$ cat src/rtl/qam16_symbol_mapper.sv
// 16-QAM Gray mapper with a linear inter-symbol ramp and an idle return-to-zero.
// Optional statistics counters are built only when MAPPER_STATS_EN is defined.
module qam16_symbol_mapper #(
  parameter int AMP_WIDTH    = 16,
  parameter int LEVEL_A      = 8192,
  parameter int RAMP_SHIFT   = 4,
  parameter int IDLE_TIMEOUT = 8500000
) (
  input  logic                        ipClk,
  input  logic                        ipReset,
  input  logic [3:0]                  ipQAMBlock,
  input  logic                        ipQAMBlockValid,
  output logic signed [AMP_WIDTH-1:0] opI,
  output logic signed [AMP_WIDTH-1:0] opQ,
  output logic                        opRamping,
  output logic                        opIdle,
  output logic [31:0]                 opSymbolCount,
  output logic [15:0]                 opOverrunCount
);

  localparam int SW = AMP_WIDTH + 1;
  localparam int TW = (IDLE_TIMEOUT > 2) ? $clog2(IDLE_TIMEOUT) : 1;

  localparam logic signed [AMP_WIDTH-1:0] LVL_P1 = AMP_WIDTH'(LEVEL_A);
  localparam logic signed [AMP_WIDTH-1:0] LVL_M1 = AMP_WIDTH'(-LEVEL_A);
  localparam logic signed [AMP_WIDTH-1:0] LVL_P3 = AMP_WIDTH'(3 * LEVEL_A);
  localparam logic signed [AMP_WIDTH-1:0] LVL_M3 = AMP_WIDTH'(-3 * LEVEL_A);

  typedef enum logic [1:0] {
    S_IDLE = 2'd0,
    S_RAMP = 2'd1,
    S_HOLD = 2'd2
  } state_t;

  function automatic logic signed [AMP_WIDTH-1:0] f_gray_level(input logic [1:0] i_bits);
    logic signed [AMP_WIDTH-1:0] v_lvl;
    case (i_bits)
      2'b00:   v_lvl = LVL_M3;
      2'b01:   v_lvl = LVL_M1;
      2'b11:   v_lvl = LVL_P1;
      default: v_lvl = LVL_P3;
    endcase
    return v_lvl;
  endfunction

  state_t                      r_state;
  logic signed [AMP_WIDTH-1:0] r_i;
  logic signed [AMP_WIDTH-1:0] r_q;
  logic signed [AMP_WIDTH-1:0] r_tgt_i;
  logic signed [AMP_WIDTH-1:0] r_tgt_q;
  logic signed [AMP_WIDTH-1:0] r_step_i;
  logic signed [AMP_WIDTH-1:0] r_step_q;
  logic [RAMP_SHIFT-1:0]       r_cnt;
  logic [TW-1:0]               r_timer;
  logic                        r_to_idle;
  logic                        r_ramping;
  logic                        r_idle;

  state_t                      w_state_next;
  logic signed [AMP_WIDTH-1:0] w_i_next;
  logic signed [AMP_WIDTH-1:0] w_q_next;
  logic signed [AMP_WIDTH-1:0] w_tgt_i_next;
  logic signed [AMP_WIDTH-1:0] w_tgt_q_next;
  logic signed [AMP_WIDTH-1:0] w_step_i_next;
  logic signed [AMP_WIDTH-1:0] w_step_q_next;
  logic [RAMP_SHIFT-1:0]       w_cnt_next;
  logic [TW-1:0]               w_timer_next;
  logic                        w_to_idle_next;

  logic                        w_timeout;
  logic                        w_start;
  logic signed [AMP_WIDTH-1:0] w_new_tgt_i;
  logic signed [AMP_WIDTH-1:0] w_new_tgt_q;
  logic signed [SW-1:0]        w_diff_i;
  logic signed [SW-1:0]        w_diff_q;
  logic signed [AMP_WIDTH-1:0] w_new_step_i;
  logic signed [AMP_WIDTH-1:0] w_new_step_q;
  logic signed [AMP_WIDTH-1:0] w_step_sel_i;
  logic signed [AMP_WIDTH-1:0] w_step_sel_q;
  logic signed [AMP_WIDTH-1:0] w_sum_i;
  logic signed [AMP_WIDTH-1:0] w_sum_q;

  assign w_timeout = (r_state == S_HOLD) && (r_timer == TW'(IDLE_TIMEOUT - 1));
  assign w_start   = ipQAMBlockValid || w_timeout;

  // An idle timeout uses the same ramp machinery with a target of zero.
  assign w_new_tgt_i = ipQAMBlockValid ? f_gray_level(ipQAMBlock[1:0]) : '0;
  assign w_new_tgt_q = ipQAMBlockValid ? f_gray_level(ipQAMBlock[3:2]) : '0;

  assign w_diff_i = {w_new_tgt_i[AMP_WIDTH-1], w_new_tgt_i} - {r_i[AMP_WIDTH-1], r_i};
  assign w_diff_q = {w_new_tgt_q[AMP_WIDTH-1], w_new_tgt_q} - {r_q[AMP_WIDTH-1], r_q};

  // The shifted difference always fits back into AMP_WIDTH bits.
  assign w_new_step_i = AMP_WIDTH'(w_diff_i >>> RAMP_SHIFT);
  assign w_new_step_q = AMP_WIDTH'(w_diff_q >>> RAMP_SHIFT);

  // The first ramp step is applied on the accepting edge itself.
  assign w_step_sel_i = w_start ? w_new_step_i : r_step_i;
  assign w_step_sel_q = w_start ? w_new_step_q : r_step_q;
  assign w_sum_i      = r_i + w_step_sel_i;
  assign w_sum_q      = r_q + w_step_sel_q;

  always_comb begin
    w_state_next   = r_state;
    w_i_next       = r_i;
    w_q_next       = r_q;
    w_tgt_i_next   = r_tgt_i;
    w_tgt_q_next   = r_tgt_q;
    w_step_i_next  = r_step_i;
    w_step_q_next  = r_step_q;
    w_cnt_next     = r_cnt;
    w_timer_next   = r_timer;
    w_to_idle_next = r_to_idle;

    if (w_start) begin
      w_state_next   = S_RAMP;
      w_tgt_i_next   = w_new_tgt_i;
      w_tgt_q_next   = w_new_tgt_q;
      w_step_i_next  = w_new_step_i;
      w_step_q_next  = w_new_step_q;
      w_cnt_next     = '1;
      w_i_next       = w_sum_i;
      w_q_next       = w_sum_q;
      w_timer_next   = '0;
      w_to_idle_next = !ipQAMBlockValid;
    end else begin
      case (r_state)
        S_RAMP: begin
          if (r_cnt == '0) begin
            w_state_next   = r_to_idle ? S_IDLE : S_HOLD;
            w_to_idle_next = 1'b0;
            w_timer_next   = '0;
          end else if (r_cnt == RAMP_SHIFT'(1)) begin
            // Final step lands exactly on target, absorbing truncation error.
            w_i_next   = r_tgt_i;
            w_q_next   = r_tgt_q;
            w_cnt_next = '0;
          end else begin
            w_i_next   = w_sum_i;
            w_q_next   = w_sum_q;
            w_cnt_next = r_cnt - RAMP_SHIFT'(1);
          end
        end
        S_HOLD: begin
          w_timer_next = r_timer + TW'(1);
        end
        default: begin
          w_timer_next = '0;
        end
      endcase
    end
  end

  always_ff @(posedge ipClk or negedge ipReset) begin
    if (!ipReset) begin
      r_state   <= S_IDLE;
      r_i       <= '0;
      r_q       <= '0;
      r_tgt_i   <= '0;
      r_tgt_q   <= '0;
      r_step_i  <= '0;
      r_step_q  <= '0;
      r_cnt     <= '0;
      r_timer   <= '0;
      r_to_idle <= 1'b0;
      r_ramping <= 1'b0;
      r_idle    <= 1'b1;
    end else begin
      r_state   <= w_state_next;
      r_i       <= w_i_next;
      r_q       <= w_q_next;
      r_tgt_i   <= w_tgt_i_next;
      r_tgt_q   <= w_tgt_q_next;
      r_step_i  <= w_step_i_next;
      r_step_q  <= w_step_q_next;
      r_cnt     <= w_cnt_next;
      r_timer   <= w_timer_next;
      r_to_idle <= w_to_idle_next;
      r_ramping <= (w_state_next == S_RAMP);
      r_idle    <= (w_state_next == S_IDLE);
    end
  end

  assign opI       = r_i;
  assign opQ       = r_q;
  assign opRamping = r_ramping;
  assign opIdle    = r_idle;

`ifdef MAPPER_STATS_EN
  logic [31:0] r_sym_cnt;
  logic [15:0] r_ovr_cnt;

  always_ff @(posedge ipClk or negedge ipReset) begin
    if (!ipReset) begin
      r_sym_cnt <= '0;
      r_ovr_cnt <= '0;
    end else if (ipQAMBlockValid) begin
      r_sym_cnt <= r_sym_cnt + 32'd1;
      if ((r_state == S_RAMP) && (r_ovr_cnt != 16'hFFFF)) begin
        r_ovr_cnt <= r_ovr_cnt + 16'd1;
      end
    end
  end

  assign opSymbolCount  = r_sym_cnt;
  assign opOverrunCount = r_ovr_cnt;
`else
  assign opSymbolCount  = '0;
  assign opOverrunCount = '0;
`endif

endmodule
$ cat config.mk
export PLATFORM = sky130hd
export DESIGN_NAME = qam16_symbol_mapper
export DESIGN_NICKNAME = d
export VERILOG_FILES = /design/src/rtl/qam16_symbol_mapper.sv
export SDC_FILE = /design/constraint.sdc
export NUM_CORES = 1
export LEC_CHECK = 0
export CORE_MARGIN = 4
export CORE_UTILIZATION = 27
export CTS_CLUSTER_SIZE = 10
export DETAILED_ROUTE_END_ITERATION = 12
export PLACE_DENSITY_LB_ADDON = 0.25
export SETUP_SLACK_MARGIN = 0.02
export SLEW_MARGIN = 0
export SYNTH_ARGS = -nofsm -noshare
export SYNTH_HDL_FRONTEND = slang
export SYNTH_SLANG_ARGS = --single-unit
export TNS_END_PERCENT = 20
$ cat constraint.sdc
create_clock -name ipClk -period 11.9 [get_ports ipClk]
set_input_delay 2.38 -clock ipClk [delete_from_list [all_inputs] [get_ports ipClk]]
set_output_delay 2.38 -clock ipClk [all_outputs]
set_load 0.1 [all_outputs]
# Yosys cells after proc, flatten, opt, wreduce, memory -nomap -nowiden
# Index checks and enable logic that the tools add are counted.
# op_classes
muxes	28
n_reduce_logical	11
addsub	6
eq_ne	11
# ops
operator	count
$mux 16	12
$pmux 16 s3	2
$mux 24	2
$pmux 24 s2	1
$sub 16x16->17	2
$add 16x16->16	2
$add 24x1->24 const B	1
$eq 24x24->1 const B	1
$mux 4	4
$eq 2x1->1 const B	4
$mux 2	4
$eq 2x2->1 const B	3
$logic_not 2->1	3
$eq 4x1->1 const B	1
$logic_not 4->1	1
$reduce_and 2->1	2
$reduce_bool 2->1	2
$sub 4x1->4 const B	1
$mux 1	3
$ne 3x3->1 const B	1
$ne 2x2->1 const B	1
$logic_and 1x1->1	1
$logic_not 1->1	1
$logic_or 1x1->1	1
# word_totals
inputBits	7
out_inout_bits	82
ff_bits	129

# Longest topological paths before layout
# logic_depth
ltp_word	10
depth_mapped	18
ltp_nobuf	17

# Least setup slack after synthesis
# OpenSTA, ideal clock, no wires.
# synth_path
path_kind	input port to flip-flop
from	input ipQAMBlock[2]
to	register r_q[15] (netlist: opQ[15])
required_time_ns	11.817
stages	14
path_buffers	0
setup_time_ns	0.083
slack_ns	6.811
arrival_time_ns	5.006
cell_sequence	inv_1 ha_1 and2_1 ha_1 a2111oi_0 a21oi_1 a211oi_2 a21o_1 ha_1 nor2_1 a21oi_1 a41oi_1 xnor3_1 o22ai_1
# synth_via
elab_chain_cells	10
elab_cells_between_ends	12
# synth_lines
element	line	rtl
start: declaration	11	input logic [3:0] ipQAMBlock,
$eq 2x2->1, or another cell as far along	37	case (i_bits)
$pmux 16 s3 *	37	
$mux 16 *	88	assign w_new_tgt_q = ipQAMBlockValid ? f_gray_level(ipQAMBlock[3:2]) : '0;
named net w_new_tgt_q[14]	73	logic signed [AMP_WIDTH-1:0] w_new_tgt_q;
$sub 16x16->17 *	91	assign w_diff_q = {w_new_tgt_q[AMP_WIDTH-1], w_new_tgt_q} - {r_q[AMP_WIDTH-1], r_q};
$mux 16 *	n/a	
$add 16x16->16 *	101	assign w_sum_q = r_q + w_step_sel_q;
$mux 16	133	end else if (r_cnt == RAMP_SHIFT'(1)) begin
$mux 16	129	if (r_cnt == '0) begin
$mux 16	127	case (r_state)
$mux 16 *	115	if (w_start) begin
end signal: assignment	171	r_q <= w_q_next;
end: declaration	48	logic signed [AMP_WIDTH-1:0] r_q;
# The timed path passes the listed nets; every way through them passes the cells marked *. The select of a mux whose other input is x is not followed.
# A chain may end at the register's enable or synchronous reset.

# Worst setup path in the final report
# layout_path
from	input ipQAMBlockValid
to	register r_q[14] (netlist: opQ[14])
# layout_via
elab_chain_cells	8
elab_cells_between_ends	12
# layout_lines
element	line	rtl
start: declaration	12	input logic ipQAMBlockValid,
$mux 16	88	
$sub 16x16->17	91	
$mux 16	n/a	
$add 16x16->16	101	
$mux 16	133	
$mux 16	129	
$mux 16	127	
$mux 16	115	
# Parallel ways exist; a longest one is shown, timed or not. The select of a mux whose other input is x is not followed.

==> flow_summary.rst <==
.. list-table::
   :header-rows: 1

   * - Metric
     - Value
   * - Fill cells
     - 2,500
   * - Number of enable-type register cells in the synthesized netlist
     - 0
   * - Number of antenna violations at the first check in global routing
     - 0
   * - Clock tree from TritonCTS
     - built
   * - Post-synth ARST share
     - 100%
   * - XOR/XNOR Fraction of Synth Area
     - 6.17%
   * - Largest net degree at the start of global routing
     - 59
   * - Worst flop-to-flop path startpoint
     - r_timer[0]$_DFFE_PN0P_
   * - Number of warnings issued by yosys
     - 0
   * - Placement row count
     - 56
   * - Area growth from synthesis to layout
     - 12.8%
   * - Critical Path AT
     - 6.14 ns
   * - Largest family of logic cells by synthesized area
     - compound AO/OA/AOI/OAI gates
   * - Root Buffer
     - sky130_fd_sc_hd__clkbuf_16
   * - Final cell count without fillers
     - 1,089
   * - Height of the die
     - 164 um
   * - Netlist area before placement
     - about 0.0065 sq mm
   * - Seq. cell area
     - roughly 0.0026 sq mm
   * - Worst hold path depth
     - 1
   * - Total global routing overflow
     - 0
   * - CP dominant cell by count
     - sky130_fd_sc_hd__a21oi_1
   * - Critical path startpoint category
     - input pin
   * - Category of the worst setup path capture point
     - register
   * - Complex-gate fraction of the synthesized area
     - 19.5%
   * - Share of cell area taken by muxes after synthesis
     - 0%
   * - Required time worst endpoint
     - 12.17 ns
   * - Final Slew Violations
     - 0
   * - Chain of cells forming the critical path
     - clkdlybuf4s50_1 > o21bai_2 > buf_4 > nor2_1 > a21oi_1 > ha_1 > inv_1 > fa_1 > nand2b_1 > a21oi_1 > o21ai_0 > o211ai_1 > xor2_1 > nand2_1 > a22oi_1
   * - Cell depth of the worst flop-to-flop path
     - 17
   * - Setup skew after layout
     - 0.0159 ns
   * - Timing startpoint of the critical path
     - ipQAMBlockValid
   * - Outcome
     - completed
   * - Boundary Pins
     - 89
   * - Maximum Capacitance Violations
     - 0
   * - Antenna diode count
     - 0
   * - TritonRoute pass-1 iters
     - 5
   * - Routed vias/inst
     - approximately 4.7
   * - Mean instance size in the synthesized netlist
     - just under 9 sq um
   * - DP HPWL
     - 11,200 um
   * - Per-cell routed wire length
     - 14.7 um
   * - Most used flip-flop cell after synthesis
     - sky130_fd_sc_hd__dfrtp_1
   * - Routed via count
     - 5,097
   * - Antenna violation net count after detailed routing
     - 0
   * - Clock sink count
     - around 100
   * - Top area cells in the synthesized netlist
     - sky130_fd_sc_hd__dfrtp_1 (39%), sky130_fd_sc_hd__ha_1 (8.8%), sky130_fd_sc_hd__o21ai_0 (5.5%)
   * - Final weighted congestion in routability-driven placement
     - 0.765
   * - Area occupied by multi-input gates
     - 0.00361 sq mm
   * - Die outline area
     - 0.0268 sq mm
   * - Tightest Hold Check Type
     - reg -> reg
   * - Synthesized instance count
     - 734
   * - Period minus WS final
     - 5.87 ns
   * - Maximum buffer depth of the clock tree
     - 2
   * - Via count of the first global-routing pass
     - ~4.9k
   * - Share of the clock period used by the worst path after layout
     - 49.3%
   * - Clk pin slew, worst setup/hold paths
     - 0.07 ns
   * - Hold-fix buffers, CTS
     - 0
   * - Wirelength, routed
     - 16,000 um
   * - Global-route wire length before repair
     - 26,000 um
   * - Aggregate global-route resource usage
     - 12.0%
   * - Critical setup path kind
     - in -> reg
   * - Number of endpoints failing setup at the final stage
     - 0
   * - Maximum fanout along the worst path
     - 28
   * - F_max
     - 170 MHz
   * - Insertion delay of the later-clocked pin in the worst-skew pair
     - 0.35 ns
   * - Post-CTS Setup Repair Bufs
     - 0
   * - Number of buffers added on ports
     - 40
   * - Setup TNS Final
     - 0 ns
   * - Unique masters post-synth
     - 57
   * - Number of gates on the worst path with buffers counted
     - 15
   * - Most common cell after layout, fill and taps aside
     - sky130_fd_sc_hd__dfrtp_1
   * - Share of final-layout standard cells stronger than drive strength 1
     - 3.38%
   * - Sequential area share after synthesis
     - between 30% and 40%
   * - Die X-Extent
     - 164 um
   * - Number of placed cells counting well taps
     - about 1.1k
   * - Slowest CP cell
     - sky130_fd_sc_hd__clkdlybuf4s50_1
   * - Number of buffers inserted during clock tree synthesis
     - 9
   * - Count of state elements after synthesis
     - 102
   * - Normalized max-slew margin
     - 33.1%
   * - Post-synth top area cell
     - sky130_fd_sc_hd__dfrtp_1
   * - Worst hold start
     - r_tgt_i[15]$_DFFE_PN0N_
   * - Post-route DRC violation count
     - 0
   * - Crit path largest cell delay
     - 0.72 ns
   * - Dominant delay contributor by cell family on the critical path
     - compound AO/OA/AOI/OAI gates
   * - Nets
     - approximately 800
   * - Cts repair resizes
     - 0
   * - Most frequent cells in the layout
     - sky130_fd_sc_hd__dfrtp_1 (101), sky130_fd_sc_hd__nand2_1 (72), sky130_fd_sc_hd__o21ai_0 (72), sky130_fd_sc_hd__nor2_1 (57), sky130_fd_sc_hd__conb_1 (48)
   * - Tightest Pin Transition
     - 1.00 ns
   * - Number of endpoints with negative hold slack in the final report
     - 0
   * - Iteration-0 DRC Markers
     - 302
   * - Portion of synthesized cell area occupied by the leading cell type
     - 38.6%
   * - Core Footprint
     - approximately 0.024 sq mm
   * - Area share of and/or/nand/nor cells after synthesis
     - ~17%
   * - Clock H-tree levels
     - 3
   * - Starting density of the core
     - 27.6%
   * - Buf/Inv on CP
     - 3
   * - Adder-Cell Fraction of Synth Area
     - roughly a tenth
   * - RSZ-0062 raised after global routing
     - false
==> kinds of logic (layout without fill, tap and decap cells) <==
| logic type | after synthesis | in the layout |
|---|---|---|
| simple gates | 232 | 232 |
| compound gates | 206 | 206 |
| flops | 102 | 102 |
| buf+inv | 102 | 91 |
| fa+ha+maj | 48 | 48 |
| xor+xnor | 43 | 43 |
| other cells | 1 | 48 |
==> area by class of cell <==
class	instances	area share [%]
Clock buffer	12	3.34
Inverter	31	1.58
Tap cell	319	5.40
Timing Repair Buffer	44	5.79
Multi-Input combinational cell	577	48.9
Sequential cell	102	34.6
Clock inverter	4	0.407
==> per-layer routing <==
metal	GRT usage [%]	wire, um	vias to the layer above
met4	2.36	140	0
met1	16.8	7770	2426
met2	19.6	7430	85
met3	2.41	637	10
met5	0	0	-
li1	-	-	2576
==> synthesized netlist by cell type (17+ instances only) <==
master                     count
sky130_fd_sc_hd__dfrtp_1     101
sky130_fd_sc_hd__nand2_1      72
sky130_fd_sc_hd__o21ai_0      72
sky130_fd_sc_hd__nor2_1       58
sky130_fd_sc_hd__buf_4        48
sky130_fd_sc_hd__a21oi_1      46
sky130_fd_sc_hd__ha_1         46
sky130_fd_sc_hd__inv_1        30
sky130_fd_sc_hd__xor2_1       24
sky130_fd_sc_hd__a21o_1       21
sky130_fd_sc_hd__nand3_1      19
sky130_fd_sc_hd__clkbuf_1     18
sky130_fd_sc_hd__xnor2_1      17
==> per-stage QoR <==
stage / setup WS, ns / hold WS, ns / utilization (%) / instance area (sq um)
3_3_place_gp: 5.71 / 0.462 / 30.0 / 7110
6_report: 6.03 / 0.480 / 31.2 / 7380
5_1_grt: 5.68 / 0.492 / 31.2 / 7380
4_1_cts: 5.99 / 0.485 / 31.2 / 7380
3_5_place_dp: 5.65 / 0.469 / 30.0 / 7110
2_1_floorplan: 6.81 / 0.449 / - / 6720
==> flip-flops by register name, summed over array words and instances, names as in the netlist <==
| name | cells |
|---|---|
| r_timer | 24 |
| r_to_idle | 1 |
| r_step_i | 16 |
| r_step_q | 16 |
| opRamping | 1 |
| r_tgt_i | 3 |
| opIdle | 1 |
| opI | 16 |
| opQ | 16 |
| r_tgt_q | 2 |
| r_state | 2 |
| r_cnt | 4 |
==> path summary, 6_finish.rpt <==
kind | slack, ns | endpoint
min in group asynchronous | 2.04 | r_timer[23]$_DFFE_PN0P_
worst min-delay path | 0.48 | r_tgt_i[15]$_DFFE_PN0N_
worst min register to register | 0.48 | r_tgt_i[15]$_DFFE_PN0N_
worst max register to register | 7.43 | opQ[14]$_DFFE_PN0P_
worst max-delay path | 6.03 | opQ[14]$_DFFE_PN0P_
max in group asynchronous | 8.66 | r_step_i[13]$_DFF_PN0_
Power is not shown: default switching activity piles up to over one toggle a cycle in this logic, so the estimate is an artifact.
